<file path="config.mk">
export PLATFORM = sky130hd
export DESIGN_NAME = bypass_buffer_arbiter_flat
export DESIGN_NICKNAME = d
export VERILOG_FILES = /design/src/rtl/bypass_buffer_arbiter_if.sv /design/src/rtl/bypass_buffer_arbiter.sv /design/src/flat_wrapper.sv
export SDC_FILE = /design/constraint.sdc
export NUM_CORES = 1
export LEC_CHECK = 0
export ABC_AREA = 1
export BUFFER_PORTS_ARGS = -buffer_cell sky130_fd_sc_hd__buf_2
export CAP_MARGIN = 20
export CORE_UTILIZATION = 39
export DETAILED_ROUTE_END_ITERATION = 10
export HOLD_SLACK_MARGIN = 0.05
export PLACE_DENSITY_LB_ADDON = 0.1
export REMOVE_ABC_BUFFERS = 1
export SYNTH_ARGS = -nofsm -noshare
export SYNTH_HDL_FRONTEND = slang
export SYNTH_SLANG_ARGS = --single-unit
</file>
<file path="constraint.sdc">
create_clock -name clock -period 1.8 [get_ports clock]
set_clock_uncertainty 0.1 [all_clocks]
set_input_delay 0.27 -clock clock [delete_from_list [all_inputs] [get_ports clock]]
set_output_delay 0.27 -clock clock [all_outputs]
set_load 0.005 [all_outputs]
</file>
<file path="src/rtl/bypass_buffer_arbiter_if.sv">
// bypass_buffer_arbiter_if: write-requester and consumer signals of the
// bypass buffer arbiter. master = requesters + consumer, slave = arbiter.
interface bypass_buffer_arbiter_if #(
  parameter int unsigned WIDTH   = 8,
  parameter int unsigned SOURCES = 4
);
  localparam int unsigned SOURCE_INDEX_WIDTH = (SOURCES > 1) ? $clog2(SOURCES) : 1;

  logic [SOURCES-1:0]            write_request;
  logic [SOURCES*WIDTH-1:0]      write_data;
  logic [SOURCES-1:0]            write_grant;
  logic                          read_enable;
  logic [WIDTH-1:0]              read_data;
  logic [SOURCE_INDEX_WIDTH-1:0] read_source;
  logic                          full;
  logic                          empty;

  modport master (
    output write_request, write_data, read_enable,
    input  write_grant, read_data, read_source, full, empty
  );

  modport slave (
    input  write_request, write_data, read_enable,
    output write_grant, read_data, read_source, full, empty
  );
endinterface

</file>
<file path="src/rtl/bypass_buffer_arbiter.sv">
// bypass_buffer_arbiter: single-entry bypass buffer shared by SOURCES
// requesters. Granted data goes straight to the reader in the same cycle
// or is parked in the entry until popped.
// Build option BYPASS_BUFFER_ARBITER_ROUND_ROBIN_EN: when defined, the
// arbiter rotates priority with a pointer; otherwise the lowest requesting
// index always wins and no pointer register exists.
module bypass_buffer_arbiter #(
  parameter int unsigned WIDTH   = 8,
  parameter int unsigned SOURCES = 4
) (
  input logic                    clock,
  input logic                    reset,
  bypass_buffer_arbiter_if.slave bus
);
  localparam int unsigned SOURCE_INDEX_WIDTH = (SOURCES > 1) ? $clog2(SOURCES) : 1;

  logic [WIDTH-1:0]              data_q;
  logic [SOURCE_INDEX_WIDTH-1:0] source_q;
  logic                          full_q;

  logic                          any_request;
  logic                          accept;
  logic                          store_en;
  logic                          found;
  logic [SOURCE_INDEX_WIDTH-1:0] winner;
  logic [WIDTH-1:0]              winner_data;

  assign any_request = |bus.write_request;
  assign accept      = any_request && (!full_q || bus.read_enable);
  // Parking is needed unless an empty entry is bypassed straight to the reader.
  assign store_en    = accept && (full_q || !bus.read_enable);

`ifdef BYPASS_BUFFER_ARBITER_ROUND_ROBIN_EN
  logic [SOURCE_INDEX_WIDTH-1:0] priority_index;
  int unsigned                   idx;

  // Round-robin pick: first requester at or after the pointer, with wrap.
  always_comb begin
    winner      = '0;
    winner_data = '0;
    found       = 1'b0;
    idx         = 0;
    for (int unsigned k = 0; k < SOURCES; k++) begin
      idx = 32'(priority_index) + k;
      if (idx >= SOURCES) begin
        idx = idx - SOURCES;
      end
      if (!found && bus.write_request[SOURCE_INDEX_WIDTH'(idx)]) begin
        found       = 1'b1;
        winner      = SOURCE_INDEX_WIDTH'(idx);
        winner_data = bus.write_data[idx*WIDTH +: WIDTH];
      end
    end
  end

  // Pointer moves just past the winner on every accepted grant.
  always_ff @(posedge clock or posedge reset) begin
    if (reset) begin
      priority_index <= '0;
    end else if (accept) begin
      if (winner == SOURCE_INDEX_WIDTH'(SOURCES - 1)) begin
        priority_index <= '0;
      end else begin
        priority_index <= winner + SOURCE_INDEX_WIDTH'(1);
      end
    end
  end
`else
  // Fixed-priority pick: lowest requesting index wins.
  always_comb begin
    winner      = '0;
    winner_data = '0;
    found       = 1'b0;
    for (int unsigned k = 0; k < SOURCES; k++) begin
      if (!found && bus.write_request[SOURCE_INDEX_WIDTH'(k)]) begin
        found       = 1'b1;
        winner      = SOURCE_INDEX_WIDTH'(k);
        winner_data = bus.write_data[k*WIDTH +: WIDTH];
      end
    end
  end
`endif

  // One-hot grant to the winner whenever the entry can take data.
  always_comb begin
    bus.write_grant = '0;
    if (!reset && accept) begin
      bus.write_grant[winner] = 1'b1;
    end
  end

  // Head of the buffer: parked entry first, else bypass of the current winner.
  always_comb begin
    bus.read_data   = '0;
    bus.read_source = '0;
    if (!reset) begin
      if (full_q) begin
        bus.read_data   = data_q;
        bus.read_source = source_q;
      end else if (any_request) begin
        bus.read_data   = winner_data;
        bus.read_source = winner;
      end
    end
  end

  assign bus.full  = full_q;
  assign bus.empty = !full_q && !any_request;

  // Entry register: park the winner, or release the entry on a read with no refill.
  always_ff @(posedge clock or posedge reset) begin
    if (reset) begin
      full_q   <= 1'b0;
      data_q   <= '0;
      source_q <= '0;
    end else if (store_en) begin
      full_q   <= 1'b1;
      data_q   <= winner_data;
      source_q <= winner;
    end else if (full_q && bus.read_enable) begin
      full_q   <= 1'b0;
    end
  end
endmodule

</file>
<file path="src/flat_wrapper.sv">
// flat-port wrapper written by rule: the top's interface ports become plain ports
module bypass_buffer_arbiter_flat 
#(
  parameter int unsigned WIDTH   = 8,
  parameter int unsigned SOURCES = 4
)
  (clock, reset, bus_write_request, bus_write_data, bus_read_enable, bus_write_grant, bus_read_data, bus_read_source, bus_full, bus_empty);
  bypass_buffer_arbiter_if #(.WIDTH(WIDTH), .SOURCES(SOURCES)) bus_i ();
  input logic clock;
  input logic reset;
  input wire logic [$bits(bus_i.write_request)-1:0] bus_write_request;
  input wire logic [$bits(bus_i.write_data)-1:0] bus_write_data;
  input wire logic [$bits(bus_i.read_enable)-1:0] bus_read_enable;
  output wire logic [$bits(bus_i.write_grant)-1:0] bus_write_grant;
  output wire logic [$bits(bus_i.read_data)-1:0] bus_read_data;
  output wire logic [$bits(bus_i.read_source)-1:0] bus_read_source;
  output wire logic [$bits(bus_i.full)-1:0] bus_full;
  output wire logic [$bits(bus_i.empty)-1:0] bus_empty;
  assign bus_i.write_request = bus_write_request;
  assign bus_i.write_data = bus_write_data;
  assign bus_i.read_enable = bus_read_enable;
  assign bus_write_grant = bus_i.write_grant;
  assign bus_read_data = bus_i.read_data;
  assign bus_read_source = bus_i.read_source;
  assign bus_full = bus_i.full;
  assign bus_empty = bus_i.empty;
  bypass_buffer_arbiter #(.WIDTH(WIDTH), .SOURCES(SOURCES)) u_core (.clock(clock), .reset(reset), .bus(bus_i));
endmodule
</file>
* Word-level counts from Yosys, hierarchy flattened
Index checks and enable logic that the tools add are counted.
** Word-level totals
- Bits in registers :: 11
- Latch bits :: 0
- Memory bits (writable) :: 0
- ROM bits :: 0
- Bits of input ports :: 39
- Output and inout port bits :: 16
- Word-level logic and storage cells :: 46
- Memories kept :: 0
** Cells by class
- Add/sub/neg operators :: 0
- $mul :: 0
- Divide/modulo/power cells :: 0
- Magnitude comparators :: 2
- Eq/ne operators :: 0
- Shift operators :: 0
- Multiplexer cells :: 21
- Bitwise gates (word level) :: 0
- Reductions and logical operators :: 20
** Operator list (number)
- 8-bit two-way mux :: 7
- 2-bit two-way mux :: 5
- 1-bit logical AND :: 9
- 1-bit zero test :: 7
- 1-bit two-way mux :: 7
- 4-bit two-way mux :: 1
- 4-bit OR reduction :: 1
- 2-bit by 3-bit less-than comparator with 1-bit output (second input constant) :: 1
- 1-bit demux with 2-bit select :: 1
- 2-bit by 1-bit greater-or-equal comparator with 1-bit output (second input constant) :: 1
- 1-bit logical OR :: 2
- 2-bit nonzero test :: 1

* Longest topological paths before layout
Gate-level depths: netlist (run 1).
- Depth in word-level cells :: 15
- Mapped depth :: 9
- Depth with buffers taken out :: 7

* Worst setup path before layout (run 1)
No wires, ideal clock.
- Path kind :: input -> output
- From :: input port bus_write_request[2]
- To :: output port bus_read_data[0]
- Arrival :: 1049 ps
- Data required time :: 1430 ps
- Path slack :: 381 ps
- Stages on the path :: 7
- Path buffers :: 2
- Cell sequence :: buf_4 -> inv_2 -> nand3_2 -> buf_4 -> nand3_2 -> nand3_1 -> a21oi_1
** On the way
- Longest elaborated chain between the ends :: 8
- Elaborated cells between the ends (all ways) :: 10
- Those cells by class :: 6 x mux; 4 x reduce/logical
** RTL lines
- from (decl) :: RTL line flat_wrapper.sv:11 : input wire logic [$bits(bus_i.write_request)-1:0] bus_write_request;
- 1-bit logical AND :: RTL line bypass_buffer_arbiter.sv:75 : if (!found && bus.write_request[SOURCE_INDEX_WIDTH'(k)]) begin
- 1-bit two-way mux :: RTL line bypass_buffer_arbiter.sv:75
- 1-bit zero test :: RTL line bypass_buffer_arbiter.sv:75
- 1-bit logical AND :: RTL line bypass_buffer_arbiter.sv:75
- 8-bit two-way mux :: RTL line bypass_buffer_arbiter.sv:75
- 8-bit two-way mux (*) :: RTL line bypass_buffer_arbiter.sv:100 : end else if (any_request) begin
- 8-bit two-way mux (*) :: RTL line bypass_buffer_arbiter.sv:97 : if (full_q) begin
- 8-bit two-way mux (*) :: RTL line bypass_buffer_arbiter.sv:96 : if (!reset) begin
- to (decl) :: RTL line flat_wrapper.sv:15 : output wire logic [$bits(bus_i.read_data)-1:0] bus_read_data;
Mark *: on every way between the ends. The rest lies on a longest branch, timed or not.

* Worst setup path in the final report (run 1)
- From :: register u_core.full_q, in the netlist u_core.bus.full
- To :: output port bus_write_grant[2]
** On the way
- Longest elaborated chain between the ends :: 5
** RTL lines
- from (decl) :: RTL line bypass_buffer_arbiter.sv:19 : logic full_q;
- from (signal assigned) :: RTL line bypass_buffer_arbiter.sv:113 : full_q <= 1'b0;
- from (signal assigned) :: RTL line bypass_buffer_arbiter.sv:117 : full_q <= 1'b1;
- from (signal assigned) :: RTL line bypass_buffer_arbiter.sv:121 : full_q <= 1'b0;
- 1-bit zero test :: RTL line bypass_buffer_arbiter.sv:29 : assign accept = any_request && (!full_q || bus.read_enable);
- 1-bit logical OR :: RTL line bypass_buffer_arbiter.sv:29
- 1-bit logical AND :: RTL line bypass_buffer_arbiter.sv:29
- 1-bit logical AND :: RTL line bypass_buffer_arbiter.sv:87 : if (!reset && accept) begin
- 4-bit two-way mux :: RTL line bypass_buffer_arbiter.sv:87
- to (decl) :: RTL line flat_wrapper.sv:14 : output wire logic [$bits(bus_i.write_grant)-1:0] bus_write_grant;
Every way passes these cells.

==> flow_summary.toml, run 1 <==
[global_routing]
globalRouteTotalUtil_pct = 23.7
first_global_vias = 1245
wire_length_of_the_first_global_routing_pass_um = 4970
antenna_found_initial = 0
grt_start_max_net_pins = 13
grt_total_ovfl = 0

[layout]
mostFrequentLayoutCell = "sky130_fd_sc_hd__nand2_1"
antennaDiodeCount = 0
layout_cell_share_with_drive_strength_beyond_1_pct = 36.0
final-seq-area_sq_um = 277
fill_cells = 293
multi_input_area_sq_um = 652
num-nets-final = 279
area_delta_synth_final_pct = 36.3
final_cell_mix = "sky130_fd_sc_hd__nand2_1, sky130_fd_sc_hd__buf_2, sky130_fd_sc_hd__nand3_1"
stdcell_area_sq_mm = 0.00144

[setup_path]
worst-path-max-fanout = 7
required_time_reported_for_the_critical_path_endpoint_ns = 1.43
cp_data_arrival_time_ns = 1.35
start_kind = "flip-flop"
critical_path.endpoint_type = "output port"
timing.setup.critical_path_class = "flip-flop to output port"

[synth]
netlist-cell-type-count = 18
avgSynthCellArea_sq_um = 5.95
synthCells = 178
post-synth-top-area-cell = "sky130_fd_sc_hd__dfrtp_1"
netlist_top_cells_area = "sky130_fd_sc_hd__dfrtp_1, sky130_fd_sc_hd__nand2_1, sky130_fd_sc_hd__nand3_1"
synth_seq_cells = 11
synthesis.area_sq_mm = 0.00106
yosys_warns = 0
synth_seq_area_share_pct = 26.0
synth_largest_type_area_fraction_pct = 26.0

[clock_network]
cts.sinks = 11
h-tree-depth = 1
cts_inserted_buffers = 3
max-clock-path-buffers = 2
clock_latency_ns = 0.28
cts-root-buf = "sky130_fd_sc_hd__clkbuf_4"
clkSlewWorstSetupHoldPaths_ns = 0.08
cts_post_setup_buffers_inserted = 0
tritoncts_clock_tree = "done"

[power]
power.leakage_uw = 0.000902
max_vdd_drop_v = 0.000492
post-layout-total-power_uw = 893
power_per_cell_area_mw_per_mm2 = 619

[die]
placementRows = 18
floorplan.io_pins = 55
fp.dieW_um = 54.1
floorplan.core_area_sq_mm = 0.00252
design.die.area_sq_mm = 0.00293
floorplan.initialDensity_pct = 42.0
die_span_y_um = 54.1

[drt]
first_iter_violations = 30
antenna_violating_nets_post_route = 0
count_of_unresolved_drc_violations_after_routing = 0
totalWireLength_um = 3140
drt_pass1_iterations = 4
drt-wirelength-per-cell_um = 11.7
vias = 1366
post_drt_via_cell_ratio = 5.08

[run]
max_cap_viol_count = 0

[place]
place_congestion = 0.814
port_buffers = 54
detail_placement_hpwl_um = 2490
postPlaceCellArea_sq_mm = 0.00139

[sta]
timing.setup.tns_ns = 0
worst_max_slew_pin_slew_ns = 0.309
final.period_utilization_pct = 95.4
achievable-frequency_mhz = 582
max_slew_margin_pct = 79.3
period_needed_ns = 1.72
rsz_0062_raised_after_global_routing = "yes"
hold_viol = 0
setup-violations-final = 0
final-max-slew-violation-count = 0

[hold_path]
hp-class = "input pin to flip-flop"

[status]
run_status = "completed"
-- report_power, final --
group	switching, uW	total [uW]	internal, uW
Sequential	35.8	338	302
Clock	88.9	175	86.0
Combinational	220	380	161
Total	344	893	548
-- cell families (layout without fill, tap and decap cells) --
| logic type | Yosys count | after routing | share of synthesized area [%] |
|---|---|---|---|
| buffers and inverters | 34 | 95 | 13.4 |
| AO/OA/AOI/OAI | 11 | 11 | 5.20 |
| AND/OR/NAND/NOR | 122 | 122 | 55.4 |
| flip-flops | 11 | 11 | 26.0 |
-- registers in the layout (all words and copies together) (netlist names) --
register         cells
u_core.data_q        8
u_core.source_q      2
u_core.bus.full      1
-- critical path, stage by stage (launching register included) --
cell                      delay, ns
sky130_fd_sc_hd__dfrtp_2       0.46
sky130_fd_sc_hd__nand2_2       0.13
sky130_fd_sc_hd__nand3_1       0.13
sky130_fd_sc_hd__nor4_1        0.19
sky130_fd_sc_hd__buf_2         0.16
-- routing by layer --
| layer | vias up | track usage [%] | wire [um] |
|---|---|---|---|
| met2 | 49 | 45.5 | 1620 |
| li1 | 684 | - | - |
| met3 | 4 | 5.08 | 184 |
| met5 | - | 0 | 0 |
| met4 | 0 | 5.13 | 17 |
| met1 | 629 | 26.2 | 1320 |
-- synth_stat cells, drive strengths merged --
library cell	number
a21oi	10
buf	5
clkbuf	2
clkinv	1
dfrtp	11
inv	26
nand2	69
nand3	43
nand4	1
nor2	6
nor3	2
nor4	1
o21ai	1
-- per-stage QoR --
| stage | cells | utilization, % | hold slack (ns) | worst slack, ns |
|---|---|---|---|---|
| floorplan | 171 | - | 0.0391 | 0.217 |
| global placement | 264 | 55.3 | 0.329 | 0.121 |
| detailed placement | 264 | 55.3 | 0.328 | 0.105 |
| CTS | 269 | 56.7 | 0.225 | 0.0351 |
| global route | 269 | 57.2 | 0.196 | -0.0211 |
| finish | 269 | 57.2 | 0.203 | 0.0830 |
-- path summary, 6_finish.rpt --
check                           depth (start not counted)                             end  slack (ns)                         start
worst min register to register                          2    u_core.data_q[3]$_DFFE_PP0P_        0.39  u_core.data_q[3]$_DFFE_PP0P_
worst max register to register                          4  u_core.source_q[1]$_DFFE_PP0P_        0.52   u_core.bus.full$_DFFE_PP0P_
max in group asynchronous                               4    u_core.data_q[3]$_DFFE_PP0P_        0.83                         reset
min in group asynchronous                               4    u_core.data_q[4]$_DFFE_PP0P_        0.60                         reset
worst min-delay path                                    4     u_core.bus.full$_DFFE_PP0P_        0.20               bus_read_enable
worst max-delay path                                    4              bus_write_grant[2]        0.08   u_core.bus.full$_DFFE_PP0P_
-- layout make-up --
cell class                      instances  share of cell area (%)
Multi-Input combinational cell        133                    45.2
Timing Repair Buffer                   64                    24.1
Inverter                               27                    7.11
Clock buffer                            4                    1.82
Sequential cell                        11                    19.2
Tap cell                               30                    2.60
-- what timing repair did --
action,4_1_cts,5_1_grt
hold endpoints to repair,11,0
pin swaps,0,0
setup endpoints to repair,2,6
gates resized for setup,1,3
hold buffers,1,0
(Power assumes the default switching activity.)
==> inputs of run 2 (changes only) <==
CORE_MARGIN = 2   (was not set)
PLACE_DENSITY = 0.71   (was not set)
PLACE_DENSITY_LB_ADDON = not set   (was 0.1)
SKIP_LAST_GASP = 1   (was not set)
==> run 2 against run 1 <==
  * Critical path depth unchanged
  * Count of clock-buffer cells in the layout unchanged
  * Core utilization up 0.20 points
  * Global-route usage down 4.1 points
  * Largest power group unchanged
  * First-iteration DRC count up 27%
==> flow_summary.toml, run 2 (synthesis results as in run 1) <==
[global_routing]
first_global_vias = 1226
antenna_found_initial = 0
grt_start_max_net_pins = 13
globalRouteTotalUtil_pct = 19.6
grt_util_met3_pct = 5.12
grt-busiest-layer = "met2"
wire_length_of_the_first_global_routing_pass_um = 5020
grt_total_ovfl = 0
gr-usage-met1_pct = 24.2
globalRouteMet2Util_pct = 35.1

[place]
place_congestion = 0.804
placed_cells_incl_taps = 264
port_buffers = 54
postPlaceCellArea_sq_mm = 0.00139
detail_placement_hpwl_um = 2320

[layout]
final_core_utilization_pct = 57.4
final_cell_mix = "sky130_fd_sc_hd__nand2_1, sky130_fd_sc_hd__buf_2, sky130_fd_sc_hd__nand3_1"
final-instance-count-excl-fill = 269
final-seq-area_sq_um = 277
multi_input_area_sq_um = 654
stdcell_area_sq_mm = 0.00145
max_flop_register = "u_core.data_q"
fill_cells = 276
layout_cell_share_with_drive_strength_beyond_1_pct = 36.8
num-nets-final = 279
antennaDiodeCount = 0
mostFrequentLayoutCell = "sky130_fd_sc_hd__nand2_1"
area_delta_synth_final_pct = 36.8
largest_register_ff_count = 8

[drt]
totalWireLength_um = 2910
vias = 1296
drt-wirelength-per-cell_um = 10.8
first_iter_violations = 38
antenna_violating_nets_post_route = 0
post_drt_via_cell_ratio = 4.82
drt_pass1_iterations = 4
count_of_unresolved_drc_violations_after_routing = 0

[clock_network]
cts_post_setup_buffers_inserted = 0
h-tree-depth = 1
max-clock-path-buffers = 2
clkSlewWorstSetupHoldPaths_ns = 0.07
tritoncts_clock_tree = "done"
clock_latency_ns = 0.27
cts.sinks = 11
cts-root-buf = "sky130_fd_sc_hd__clkbuf_4"
cts_inserted_buffers = 3

[sta]
worst_max_slew_pin_slew_ns = 0.326
final.hold.worst_slack_ns = 0.212
achievable-frequency_mhz = 598
max_slew_margin_pct = 78.2
final.period_utilization_pct = 93.0
hold_viol = 0
timing.setup.tns_ns = 0
final-max-slew-violation-count = 0
rsz_0062_raised_after_global_routing = "no"
setup-violations-final = 0
period_needed_ns = 1.67

[setup_path]
worst-path-max-fanout = 6
worst_path_max_delay_cell = "sky130_fd_sc_hd__dfrtp_2"
cp_data_arrival_time_ns = 1.30
path_buf_inv = 1
cp_cell_sequence = "nand2_2 > nand3_2 > nor4_1 > buf_2"
path_delay_family = "flip-flops"
start_kind = "flip-flop"
required_time_reported_for_the_critical_path_endpoint_ns = 1.43
timing.setup.critical_path_class = "flip-flop to output port"
critical_path.endpoint_type = "output port"
timing.critical_path.slowest_cell_delay_ns = 0.46

[status]
run_status = "completed"

[die]
design.die.area_sq_mm = 0.00315
floorplan.io_pins = 55
floorplan.core_area_sq_mm = 0.00252
die_span_y_um = 56.1
fp.dieW_um = 56.1
floorplan.initialDensity_pct = 42.0
placementRows = 18

[run]
max_cap_viol_count = 0

[hold_path]
hp-class = "input pin to flip-flop"

[power]
max_vdd_drop_v = 0.000516
power.leakage_uw = 0.000900
power_per_cell_area_mw_per_mm2 = 611
[run 2: area by class of cell]
class                      instances  share of cell area (%)
sequential                        11                    19.1
multi-input combinational        133                    45.2
tap                               30                    2.59
clock buffer                       4                    1.82
timing repair buffer              64                    24.0
inverter                          27                    7.26
[run 2: worst paths after layout]
kind	end	startpoint	slack, ns	depth (start not counted)
setup / recovery	bus_write_grant[2]	u_core.bus.full$_DFFE_PP0P_	0.13	4
hold / removal	u_core.bus.full$_DFFE_PP0P_	bus_read_enable	0.21	4
setup reg to reg	u_core.source_q[1]$_DFFE_PP0P_	u_core.bus.full$_DFFE_PP0P_	0.49	6
hold reg to reg	u_core.source_q[0]$_DFFE_PP0P_	u_core.source_q[0]$_DFFE_PP0P_	0.38	2
max in group asynchronous	u_core.bus.full$_DFFE_PP0P_	reset	0.85	4
min in group asynchronous	u_core.bus.full$_DFFE_PP0P_	reset	0.59	4
[run 2: routing by layer]
| layer | vias to the layer above | wire, um |
|---|---|---|
| met3 | 2 | 151 |
| met2 | 31 | 1420 |
| met1 | 576 | 1330 |
| li1 | 687 | - |
| met4 | 0 | 4 |
| met5 | - | 0 |
[run 2: tightest hold or removal path: cells and delay by family]
family	cells	cell delay [ns]
simple gates	2	0.16
buf+inv	2	0.11
[run 2: power breakdown]
part	switching (uW)	internal, uW	total, uW
clock network	83.2	85.9	169
registers	35.7	302	338
logic	216	162	377
[run 2: repair_timing]
action | CTS | global route
hold endpoints to repair | 11 | 0
hold buffers | 1 | 0
gates resized for setup | 0 | 5
endpoints found under the setup margin | 0 | 12
[run 2: stage by stage]
step | setup slack (ns) | power (uW)
finish | 0.127 | 884
global route | 0.0114 | 962
CTS | 0.0204 | 877
detailed placement | 0.122 | 709
global placement | 0.135 | 707
floorplan | 0.217 | 543
==> inputs of run 3 (changes only) <==
BUFFER_PORTS_ARGS = not set   (was -buffer_cell sky130_fd_sc_hd__buf_2)
CTS_BUF_LIST = sky130_fd_sc_hd__clkbuf_8   (was not set)
DONT_BUFFER_PORTS = 1   (was not set)
PLACE_DENSITY = not set   (was 0.71)
==> run 3 against run 2 <==
  * Fmax shrank 0.92%
  * Register-to-register slack is essentially flat
  * Largest cell class unchanged
  * Wire length shrank 0.69%
  * Sequential power shrank 1%
  * Die area is the same
==> flow_summary.toml, run 3 (synthesis results as in run 1) <==
[layout]
antennaDiodeCount = 0
layout_cell_share_with_drive_strength_beyond_1_pct = 13.8
final_cell_mix = "sky130_fd_sc_hd__nand2_1, sky130_fd_sc_hd__nand3_1, sky130_fd_sc_hd__inv_1"
largest_register_ff_count = 8
num-nets-final = 221
stdcell_area_sq_mm = 0.00115
mostFrequentLayoutCell = "sky130_fd_sc_hd__nand2_1"
area_delta_synth_final_pct = 8.51
final-seq-area_sq_um = 275
fill_cells = 291
multi_input_area_sq_um = 642
max_flop_register = "u_core.data_q"

[global_routing]
antenna_found_initial = 0
grt_total_ovfl = 0
grt_start_max_net_pins = 13
first_global_vias = 1134
wire_length_of_the_first_global_routing_pass_um = 4820
globalRouteTotalUtil_pct = 19.3

[die]
die_span_y_um = 56.1
placementRows = 18
floorplan.initialDensity_pct = 42.0
design.die.area_sq_mm = 0.00315
floorplan.core_area_sq_mm = 0.00252
fp.dieW_um = 56.1
floorplan.io_pins = 55

[clock_network]
cts_post_setup_buffers_inserted = 0
clkSlewWorstSetupHoldPaths_ns = 0.05
cts_inserted_buffers = 3
cts-root-buf = "sky130_fd_sc_hd__clkbuf_8"
clock_latency_ns = 0.23
tritoncts_clock_tree = "done"
max-clock-path-buffers = 2
cts.sinks = 11
h-tree-depth = 1

[drt]
first_iter_violations = 50
vias = 1132
totalWireLength_um = 2890
drt-wirelength-per-cell_um = 13.7
post_drt_via_cell_ratio = 5.36
drt_pass1_iterations = 4
count_of_unresolved_drc_violations_after_routing = 0
antenna_violating_nets_post_route = 0

[setup_path]
worst-path-max-fanout = 11
crit_path_start = "reset"
start_kind = "input pin"
critical_path.endpoint_type = "output port"
required_time_reported_for_the_critical_path_endpoint_ns = 1.43
timing.setup.critical_path_class = "input pin to output port"
r2r_setup_slack_ns = 0.48
cp_data_arrival_time_ns = 1.32
crit-reg2reg-launch = "u_core.bus.full$_DFFE_PP0P_"

[place]
postPlaceCellArea_sq_mm = 0.00109
dpl_worst_slack_ns = 0.318
detail_placement_hpwl_um = 2340
place_congestion = 0.866
port_buffers = 0

[sta]
max_slew_margin_pct = 78.7
final-max-slew-violation-count = 0
final.period_utilization_pct = 93.8
setup-violations-final = 0
timing.setup.tns_ns = 0
rsz_0062_raised_after_global_routing = "no"
hold_viol = 0
worst_max_slew_pin_slew_ns = 0.316
final_critical_path_setup_slack_ns = 0.111
final.hold.worst_slack_ns = 0.177
period_needed_ns = 1.69
achievable-frequency_mhz = 592

[power]
max_vdd_drop_v = 0.000442
power.leakage_uw = 0.000662
power_per_cell_area_mw_per_mm2 = 748

[hold_path]
hp-class = "input pin to flip-flop"
hold_path_startpoint = "bus_write_data[25]"

[status]
run_status = "completed"

[run]
max_cap_viol_count = 0
run 3: stage by stage:
step | total power, uW | utilization [%] | instances
after global routing | 935 | 45.5 | 211
after detailed placement | 621 | 43.4 | 206
final | 859 | 45.5 | 211
after CTS | 872 | 45.5 | 211
after global placement | 613 | 43.4 | 206
after floorplan | 543 | - | 171
run 3: area by class of cell:
type | count | share of cell area (%)
clock inverter | 1 | 0.327
timing repair buffer | 6 | 4.14
sequential | 11 | 24.0
multi-input combinational | 133 | 55.9
inverter | 27 | 8.82
clock buffer | 3 | 3.59
tap | 30 | 3.27
run 3: final timing paths:
path                                                       end  cells past startpoint
worst max-delay path                        bus_write_grant[0]                      4
worst min register to register  u_core.source_q[0]$_DFFE_PP0P_                      2
worst min-delay path              u_core.data_q[1]$_DFFE_PP0P_                      4
worst max register to register    u_core.data_q[7]$_DFFE_PP0P_                      6
min in group asynchronous         u_core.data_q[1]$_DFFE_PP0P_                      3
max in group asynchronous         u_core.data_q[7]$_DFFE_PP0P_                      3
run 3: where the power goes:
part / internal (uW) / switching, uW
sequential: 302 / 32.3
clock: 150 / 92.9
combinational: 101 / 181
total: 552 / 307
run 3: repair_timing:
| action | CTS | global route |
|---|---|---|
| endpoints found under the hold margin | 11 | 0 |
| hold buffers | 1 | 0 |
| gates resized for setup | 0 | 0 |
run 3: worst max-delay path: stages:
cell and delay, ns:
sky130_fd_sc_hd__dlygate4sd3_1 0.56, sky130_fd_sc_hd__inv_1 0.10, sky130_fd_sc_hd__nand3_1 0.13, sky130_fd_sc_hd__nor3_1 0.27
run 3: routing by layer:
layer	vias to the layer above	share of wire [%]	routed length [um]	GRT usage [%]
li1	570	-	-	-
met1	517	41	1180	22.5
met2	39	52	1490	33.8
met3	6	6.0	174	5.81
met4	0	1.5	44	5.44
met5	-	0	0	0
